## config.mk

```make
export PLATFORM = sky130hd
export DESIGN_NAME = membus_arbiter
export DESIGN_NICKNAME = d
export VERILOG_FILES = /design/src/rtl/soc_bus_pkg.sv /design/src/rtl/membus_timeout_ctr.sv /design/src/rtl/membus_arbiter.sv
export SDC_FILE = /design/constraint.sdc
export NUM_CORES = 1
export LEC_CHECK = 0
export ABC_AREA = 0
export BUFFER_PORTS_ARGS = -buffer_cell sky130_fd_sc_hd__buf_2
export CELL_PAD_IN_SITES_DETAIL_PLACEMENT = 1
export CELL_PAD_IN_SITES_GLOBAL_PLACEMENT = 1
export CORE_AREA = 2 2 122 124
export DETAILED_ROUTE_END_ITERATION = 8
export DIE_AREA = 0 0 124 126
export PLACE_DENSITY_LB_ADDON = 0.25
export SLEW_MARGIN = 5
export SYNTH_ARGS = -nofsm -noshare
export SYNTH_HDL_FRONTEND = slang
export SYNTH_SLANG_ARGS = --single-unit
```

## constraint.sdc

```tcl
create_clock -name clk -period 4.9 [get_ports clk]
set_input_delay 0.245 -clock clk [delete_from_list [all_inputs] [get_ports clk]]
set_output_delay 0.245 -clock clk [all_outputs]
set_load 0.02 [all_outputs]
```

## src/rtl/soc_bus_pkg.sv

```systemverilog
// Shared definitions for the SoC native memory bus: arbiter state encoding,
// the bus error word and the address-map constants used by the bus fabric.
package soc_bus_pkg;

    typedef enum logic {
        StIdle = 1'b0,
        StBusy = 1'b1
    } bus_state_e;

    // Returned to a master whose transaction was forcibly completed.
    localparam logic [31:0] BusErrWord = 32'hFFFF_FFFF;

    localparam logic [31:0] RamLimit = 32'h0002_0000;
    localparam logic [31:0] CfgBase  = 32'h0200_0000;

    function automatic logic is_cfg_addr(input logic [31:0] addr);
        return addr[31:24] == CfgBase[31:24];
    endfunction

endpackage

```

## src/rtl/membus_timeout_ctr.sv

```systemverilog
// Bus watchdog counter: counts enabled cycles and flags the terminal count
// (TERMINAL-1) so the owner can force a completion on that same cycle.
module membus_timeout_ctr #(
    parameter int unsigned TERMINAL = 255
) (
    input  logic clk,
    input  logic reset,
    input  logic clear,
    input  logic enable,
    output logic expire
);

    localparam int unsigned CntW = $clog2(TERMINAL + 1);
    localparam logic [CntW-1:0] LastVal = CntW'(TERMINAL - 1);

    logic [CntW-1:0] cnt_q;

    // Holds at the terminal value rather than wrapping.
    always_ff @(posedge clk or posedge reset) begin
        if (reset) begin
            cnt_q <= '0;
        end else if (clear) begin
            cnt_q <= '0;
        end else if (enable && (cnt_q != LastVal)) begin
            cnt_q <= cnt_q + 1'b1;
        end
    end

    assign expire = (cnt_q == LastVal);

endmodule

```

## src/rtl/membus_arbiter.sv

```systemverilog
// Two-master round-robin arbiter for the native memory bus. Grant is held for
// a whole transaction; a watchdog forces an error completion on a dead slave.
module membus_arbiter
    import soc_bus_pkg::*;
#(
    parameter int unsigned TIMEOUT_CYCLES = 255,
    parameter bit          RESET_PRIO     = 1'b0
) (
    input  logic        clk,
    input  logic        reset,
    input  logic        m0_valid,
    input  logic        m0_instr,
    input  logic [31:0] m0_addr,
    input  logic [31:0] m0_wdata,
    input  logic [3:0]  m0_wstrb,
    output logic        m0_ready,
    output logic [31:0] m0_rdata,
    input  logic        m1_valid,
    input  logic        m1_instr,
    input  logic [31:0] m1_addr,
    input  logic [31:0] m1_wdata,
    input  logic [3:0]  m1_wstrb,
    output logic        m1_ready,
    output logic [31:0] m1_rdata,
    output logic        s_valid,
    output logic        s_instr,
    output logic [31:0] s_addr,
    output logic [31:0] s_wdata,
    output logic [3:0]  s_wstrb,
    input  logic        s_ready,
    input  logic [31:0] s_rdata,
    output logic        grant,
    output logic        busy,
    output logic        timeout_err
);

    bus_state_e  state_q, state_d;
    logic        grant_q, grant_d;
    logic        last_q, last_d;
    logic        gnt_valid;
    logic        rsp_ready;
    logic [31:0] rsp_data;
    logic        ctr_clear, ctr_enable, ctr_expire;

    membus_timeout_ctr #(
        .TERMINAL(TIMEOUT_CYCLES)
    ) u_timeout_ctr (
        .clk   (clk),
        .reset (reset),
        .clear (ctr_clear),
        .enable(ctr_enable),
        .expire(ctr_expire)
    );

    assign gnt_valid = grant_q ? m1_valid : m0_valid;

    always_ff @(posedge clk or posedge reset) begin
        if (reset) begin
            state_q <= StIdle;
            grant_q <= RESET_PRIO;
            // Pretend the other master was served last so RESET_PRIO wins a tie.
            last_q  <= ~RESET_PRIO;
        end else begin
            state_q <= state_d;
            grant_q <= grant_d;
            last_q  <= last_d;
        end
    end

    always_comb begin
        state_d     = state_q;
        grant_d     = grant_q;
        last_d      = last_q;
        ctr_clear   = 1'b0;
        ctr_enable  = 1'b0;
        rsp_ready   = 1'b0;
        rsp_data    = s_rdata;
        timeout_err = 1'b0;
        s_valid     = 1'b0;
        s_instr     = 1'b0;
        s_addr      = '0;
        s_wdata     = '0;
        s_wstrb     = '0;

        unique case (state_q)
            StIdle: begin
                ctr_clear = 1'b1;
                if (m0_valid || m1_valid) begin
                    state_d = StBusy;
                    if (m0_valid && m1_valid) begin
                        grant_d = ~last_q;
                    end else begin
                        grant_d = m1_valid;
                    end
                end
            end
            StBusy: begin
                s_valid = gnt_valid;
                if (gnt_valid) begin
                    s_instr = grant_q ? m1_instr : m0_instr;
                    s_addr  = grant_q ? m1_addr  : m0_addr;
                    s_wdata = grant_q ? m1_wdata : m0_wdata;
                    s_wstrb = grant_q ? m1_wstrb : m0_wstrb;
                end
                if (!gnt_valid) begin
                    // Owner withdrew: drop the transaction silently.
                    state_d   = StIdle;
                    ctr_clear = 1'b1;
                end else if (s_ready) begin
                    rsp_ready = 1'b1;
                    last_d    = grant_q;
                    state_d   = StIdle;
                    ctr_clear = 1'b1;
                end else if (ctr_expire) begin
                    rsp_ready   = 1'b1;
                    rsp_data    = BusErrWord;
                    timeout_err = 1'b1;
                    state_d     = StIdle;
                    ctr_clear   = 1'b1;
                end else begin
                    ctr_enable = 1'b1;
                end
            end
            default: state_d = StIdle;
        endcase
    end

    always_comb begin
        m0_ready = 1'b0;
        m1_ready = 1'b0;
        m0_rdata = '0;
        m1_rdata = '0;
        if (state_q == StBusy) begin
            if (grant_q) begin
                m1_ready = rsp_ready;
                m1_rdata = rsp_data;
            end else begin
                m0_ready = rsp_ready;
                m0_rdata = rsp_data;
            end
        end
    end

    assign grant = grant_q;
    assign busy  = (state_q == StBusy);

endmodule
```

==> results.json, run 1 <==
{
  "rr_endpoint": "busy$_DFF_PP0_",
  "synth_fa_ha_area_share_pct": 1.136,
  "crit_type": "reg -> out",
  "cp-end-kind": "output pin",
  "syn_avg_cell_area_um2": 7.490,
  "post-route-period-util_pct": 54.15,
  "power.leakage_nw": 2.461,
  "drive_above_1_share_pct": 55.80,
  "rsz0062_at_grt": "no",
  "io_buffers": 313,
  "routedLengthMet1_um": 4137,
  "htree_levels": 1,
  "dieArea_um2": 15620,
  "core_area_um2": 14310,
  "final_nets": 764,
  "setup_viol_count_final": 0,
  "synth_area_um2": 2202,
  "drt_iter0_drc": 50,
  "wl_um": 11720,
  "cts.sinks": 11,
  "cts-resized-gates": 0,
  "fin_ws_ns": 2.247,
  "cts_tree": "yes",
  "floorplan.rows": 44,
  "crit_fanout": 64,
  "finalSetupTns_ns": 0,
  "synth_top_family_by_area": "multiplexers",
  "clkLatencyLatePin_ns": 0.24,
  "slew_headroom_pct": 47.42,
  "synth_xor_xnor_area_share_pct": 1.193,
  "vias_per_cell": 4.254,
  "syn-num-nets": 471,
  "synth_area_leaders": "mux2i_1 32%, o21a_1 22%, nor2_1 13%, dfrtp_1 11%, buf_6 3.1%",
  "gr-total-overflow": 0,
  "grt_usage_pct": 13.17,
  "hold_viol_final": 0,
  "top_layer_used": "met4",
  "place_ws_ns": 2.027,
  "place.gp.congestion": 0.7973,
  "peakVddDrop_mv": 0.1615,
  "cts_hold_buf": 0,
  "via_count": 3280,
  "start_util_pct": 15.38,
  "cts-buffers-inserted": 3,
  "drt-wirelength-per-cell_um": 15.20,
  "synth_top_area_share_pct": 31.82,
  "wl_met3_um": 1098,
  "die_y_um": 126,
  "status": "finished, final reports clean",
  "io_pins": 314,
  "cts-root-buf": "clkbuf_16",
  "final_max_slew_viol_count": 0,
  "synth_compound_area_share_pct": 25.40,
  "die_width_um": 124,
  "cts_max_path_buffers": 2,
  "min_period_ns": 2.653,
  "synthMuxAreaShare_pct": 32.84,
  "post-cts-setup-buffer-count": 0,
  "drc": 0,
  "cp.required_ns": 4.66,
  "dpl_cell_area_um2": 3867,
  "crit_arrival_ns": 2.41,
  "dr.pass1.iters": 4,
  "dp_hpwl_um": 9887,
  "drv_cap": 0,
  "grt_pass1_wl_um": 16270,
  "fin_area_um2": 3969,
  "ff2ff_setup_slack_ns": 3.10,
  "yosysSeqAreaShare_pct": 12.56,
  "synth_warnings": 0,
  "synth_cell_types": 30,
  "max_clock_freq_mhz": 376.9,
  "reg2reg_depth": 3,
  "antenna_found_initial": 0,
  "synth_cells": 294,
  "grt_max_degree": 71,
  "grt_pass1_vias": 3178,
  "ys_seq_elements": 11,
  "synth_simple_gate_area_share_pct": 18.47,
  "hold_path_class": "in -> async",
  "ant_nets": 0,
  "yosys.area.top_type": "mux2i_1",
  "timing.rr.start": "grant$_DFFE_PP0P_",
  "worstMarginPinSlew_ns": 0.7887,
  "fin_skew_ns": 0.0006920,
  "clk_pin_slew_ns": 0.04,
  "startpoint_type": "flop",
  "area.growth.synth_to_final_pct": 80.23,
  "cellPowerDensity_nw_per_um2": 429.0,
  "wl_met2_um": 6386
}
==> area by class of cell <==
cell class	count	area, um2
repair buffers	317	1604
diodes	1	2.502
multi-input cells	248	1750
clock buffers	4	78.83
inverters	6	22.52
flip-flops and latches	11	280.3
fillers	1857	10340
well taps	184	230.2
==> report_power, final <==
group	leakage, nW	switching (mW)	internal (mW)
Combinational	2.28	0.839	0.538
Clock	0.0382	0.0417	0.109
Sequential	0.144	0.0648	0.110
==> cell families after synthesis <==
logic type | Yosys count
and+or+nand+nor | 95
muxes | 72
buffers and inverters | 35
DFF | 11
adders and majority gates | 2
xor gates and xnor gates | 3
AOI/OAI and AO/OA | 76
==> synth_stat cells, drive strengths merged <==
cell type  number
nor2           78
nand4           1
o211a           2
o21ai           4
dfstp           1
o21a           64
and2            1
nand3           5
inv             6
xor2            2
buf            14
a21oi           3
and4            1
xnor2           1
nand2           4
a211o           1
and3            1
ha              2
a31oi           1
nand2b          1
or3             2
clkbuf         15
mux2            2
o2111ai         1
nor4            1
dfrtp          10
mux2i          70
==> how the worst max path moves through the flow <==
stage,from,end,slack (ns),cells past startpoint
2_1_floorplan,grant$_DFFE_PP0P_,m0_rdata[0],3.00,4
3_3_place_gp,grant$_DFFE_PP0P_,s_wdata[30],2.09,4
3_5_place_dp,grant$_DFFE_PP0P_,s_wdata[30],2.03,4
4_1_cts,grant$_DFFE_PP0P_,s_wdata[30],1.76,4
5_1_grt,grant$_DFFE_PP0P_,m0_rdata[11],2.10,5
6_report,grant$_DFFE_PP0P_,m0_rdata[11],2.25,5
==> cell usage in the layout, fill, tap and decap left out, types with 2 or more instances in the layout <==
cell	netlist	routed
nand2_1	4	3
a21oi_1	3	3
or3_1	2	2
o21a_1	64	64
o211a_1	2	2
dfrtp_1	10	9
o21ai_0	4	4
ha_1	2	2
inv_1	6	6
buf_2	7	313
nand3_1	5	5
mux2i_1	70	70
nor2_1	78	77
xor2_1	2	2
clkbuf_16	0	3
buf_4	0	3
==> routing by layer <==
metal  vias to the layer above  global-route usage, %
met5                         -                      0
met4                         0                  1.851
met3                        10                  3.034
met2                       172                  27.25
met1                      1483                  13.16
li1                       1615                      -
==> through the flow <==
| stage | util (%) | power (mW) | hold WS [ns] | instances |
|---|---|---|---|---|
| 2_1_floorplan | - | 1.116 | 0.09672 | 294 |
| 3_3_place_gp | 27.02 | 1.554 | 0.2610 | 765 |
| 3_5_place_dp | 27.02 | 1.574 | 0.2752 | 765 |
| 4_1_cts | 27.57 | 1.730 | 0.02255 | 769 |
| 5_1_grt | 27.71 | 1.820 | 0.05663 | 770 |
| 6_report | 27.73 | 1.703 | 0.001130 | 771 |
==> critical path, stage by stage, from the launching register on <==
cell	delay, ns
dfrtp_4	0.70
mux2i_1	0.22
nor4_4	0.28
buf_4	0.55
o21a_1	0.22
buf_2	0.17
==> sequential cells by signal, indices dropped and copies added (netlist names) <==
register and cells:
u_timeout_ctr.cnt_q 8, last_q 1, grant 1, busy 1
(Power assumes the default switching activity.)
==> run 2: changes to the inputs <==
- CORE_AREA: 2 2 122 124 -> 2 2 121 123
- DIE_AREA: 0 0 124 126 -> 0 0 123 125
- clock period: 4.9 -> 2.49 ns (I/O delays scaled with it)
==> run 2 against run 1 <==
- worst hold slack better by 0.13 ns
- critical path depth unchanged
- global-route usage up 0.60 points
- combinational power increased by 110%
- routed wire length shrank 2.5%
- core utilization increased by 0.55 points
- sequential cell count stayed put
- design area up 1.2%
- sequential share of layout area shrank 0.084 points
- register-to-register slack lost 2.4 ns
- non-clock buffer count rose by 3
- critical endpoint is now s_addr[22]
- largest cell class unchanged
- largest power group unchanged
- highest routed layer unchanged
==> results.json, run 2 (synthesis gave the netlist of run 1 again) <==
{
  "place.gp.congestion": 0.8362,
  "worstMarginPinSlew_ns": 0.7071,
  "worst-path-stages": 5,
  "ff2ff_setup_slack_ns": 0.71,
  "max_clock_freq_mhz": 475.9,
  "fin_util_pct": 28.28,
  "die_width_um": 123,
  "power.leakage_nw": 2.480,
  "post-route-period-util_pct": 84.38,
  "timing.rr.start": "u_timeout_ctr.cnt_q[0]$_DFFE_PP0P_",
  "start_util_pct": 15.50,
  "fin_total_pwr_mw": 3.385,
  "grt_pass1_vias": 3317,
  "largest_reg_flops": 8,
  "ant_nets": 0,
  "area.growth.synth_to_final_pct": 82.39,
  "slew_headroom_pct": 52.81,
  "drive_above_1_share_pct": 55.86,
  "p_int_mw": 1.524,
  "cp.required_ns": 2.37,
  "finalSetupTns_ns": 0,
  "via_count": 3297,
  "drt-wirelength-per-cell_um": 14.79,
  "dp_hpwl_um": 9687,
  "final_nets": 767,
  "die_y_um": 125,
  "status": "finished, final reports clean",
  "final_common_cell": "buf_2",
  "wl_um": 11430,
  "drc": 0,
  "cts-root-buf": "clkbuf_16",
  "core_area_um2": 14200,
  "pwr-share-clk_pct": 8.8,
  "cellPowerDensity_nw_per_um2": 842.7,
  "switching_share_pct": 54.97,
  "regMostFlops": "u_timeout_ctr.cnt_q",
  "peakVddDrop_mv": 0.5094,
  "setup_viol_count_final": 0,
  "slowest_stage": "dfrtp_4",
  "drv_cap": 0,
  "reg2reg_depth": 5,
  "cts_tree": "yes",
  "grt_max_degree": 75,
  "power.share.combinational_pct": 83.8,
  "antenna_found_initial": 0,
  "min_period_ns": 2.101,
  "grt_pass1_wl_um": 16970,
  "grt_usage_pct": 13.77,
  "path_delay_family": "flip-flops",
  "critical_path_buf_inv_count": 2,
  "crit_start": "grant$_DFFE_PP0P_",
  "io_pins": 314,
  "slowest_delay_ns": 0.49,
  "floorplan.rows": 44,
  "io_buffers": 313,
  "dr.pass1.iters": 4,
  "drt_iter0_drc": 71,
  "fin_skew_ns": 0.003683,
  "vias_per_cell": 4.265,
  "dieArea_um2": 15380,
  "startpoint_type": "flop",
  "crit_type": "reg -> out",
  "p_sw_mw": 1.861,
  "cts-buffers-inserted": 3,
  "hold_viol_final": 0,
  "crit_arrival_ns": 1.98,
  "cp-end-kind": "output pin",
  "post-cts-setup-buffer-count": 0,
  "gr-total-overflow": 0,
  "htree_levels": 1,
  "clk_pin_slew_ns": 0.04,
  "final_max_slew_viol_count": 0,
  "crit_fanout": 40,
  "layout_common_cells": "313 x buf_2, 77 x nor2_1, 70 x mux2i_1",
  "rr_endpoint": "busy$_DFF_PP0_",
  "critical_path.endpoint": "s_addr[22]",
  "cts_max_path_buffers": 2,
  "path_cells": "mux2_2 > nand2_2 > buf_12 > nor2_1 > buf_2",
  "clkLatencyLatePin_ns": 0.24,
  "cts.sinks": 11,
  "p_seq_share_pct": 7.5,
  "diodes": 0,
  "cts-resized-gates": 0,
  "rsz0062_at_grt": "no",
  "hold_path_class": "in -> reg"
}
-- run 2: cell types whose count changed in the layout (fill, tap and decap cells not counted) --
| cell | change |
|---|---|
| buf_12 | +3 |
| buf_8 | -1 |
| diode_2 | -1 |
| dlygate4sd3_1 | +1 |
| nand2_2 | +1 |
| nand2_4 | -1 |
-- run 2: worst min path at each step --
| stage | startpoint | to | depth (start not counted) |
|---|---|---|---|
| CTS | m0_valid | grant$_DFFE_PP0P_ | 2 |
| finish | m0_valid | grant$_DFFE_PP0P_ | 2 |
| detailed placement | reset | u_timeout_ctr.cnt_q[6]$_DFFE_PP0P_ | 2 |
| floorplan | reset | busy$_DFF_PP0_ | 1 |
| global placement | reset | busy$_DFF_PP0_ | 2 |
| global route | m0_valid | grant$_DFFE_PP0P_ | 2 |
-- run 2: power groups by stage --
stage	combinational, mW	clock [mW]	sequential [mW]
global route	3.07	0.312	0.260
global placement	2.85	0	0.255
detailed placement	2.89	0	0.256
floorplan	1.95	0	0.249
finish	2.84	0.296	0.252
CTS	2.90	0.305	0.254
-- run 2: cell type report --
type	instances	area [um2]
Sequential cell	11	280.3
Inverter	6	22.52
Clock buffer	4	78.83
Timing Repair Buffer	320	1659
Tap cell	184	230.2
Multi-Input combinational cell	248	1745
Fill cell	1841	10190
-- run 2: per-stage QoR --
step	worst slack, ns	instance area (um2)	hold slack, ns	std cells
CTS	0.3332	4016	0.1298	773
floorplan	0.7066	2202	-0.02378	294
global placement	0.6283	3928	0.1397	768
finish	0.3889	4016	0.1278	773
global route	0.2514	4016	0.1485	773
detailed placement	0.6014	3928	0.1488	768
-- run 2: repair_timing --
| action | CTS | global route |
|---|---|---|
| hold buffers | 1 | 0 |
| endpoints found under the hold margin | 10 | 0 |
| endpoints found under the setup margin | 0 | 0 |
-- run 2: layer usage --
layer / GRT usage, % / part of all wire, % / up-vias
met4: 4.746 / 2.6 / 0
met2: 27.20 / 54 / 178
met1: 13.75 / 34 / 1488
li1: - / - / 1613
met5: 0 / 0 / -
met3: 3.011 / 9.3 / 18
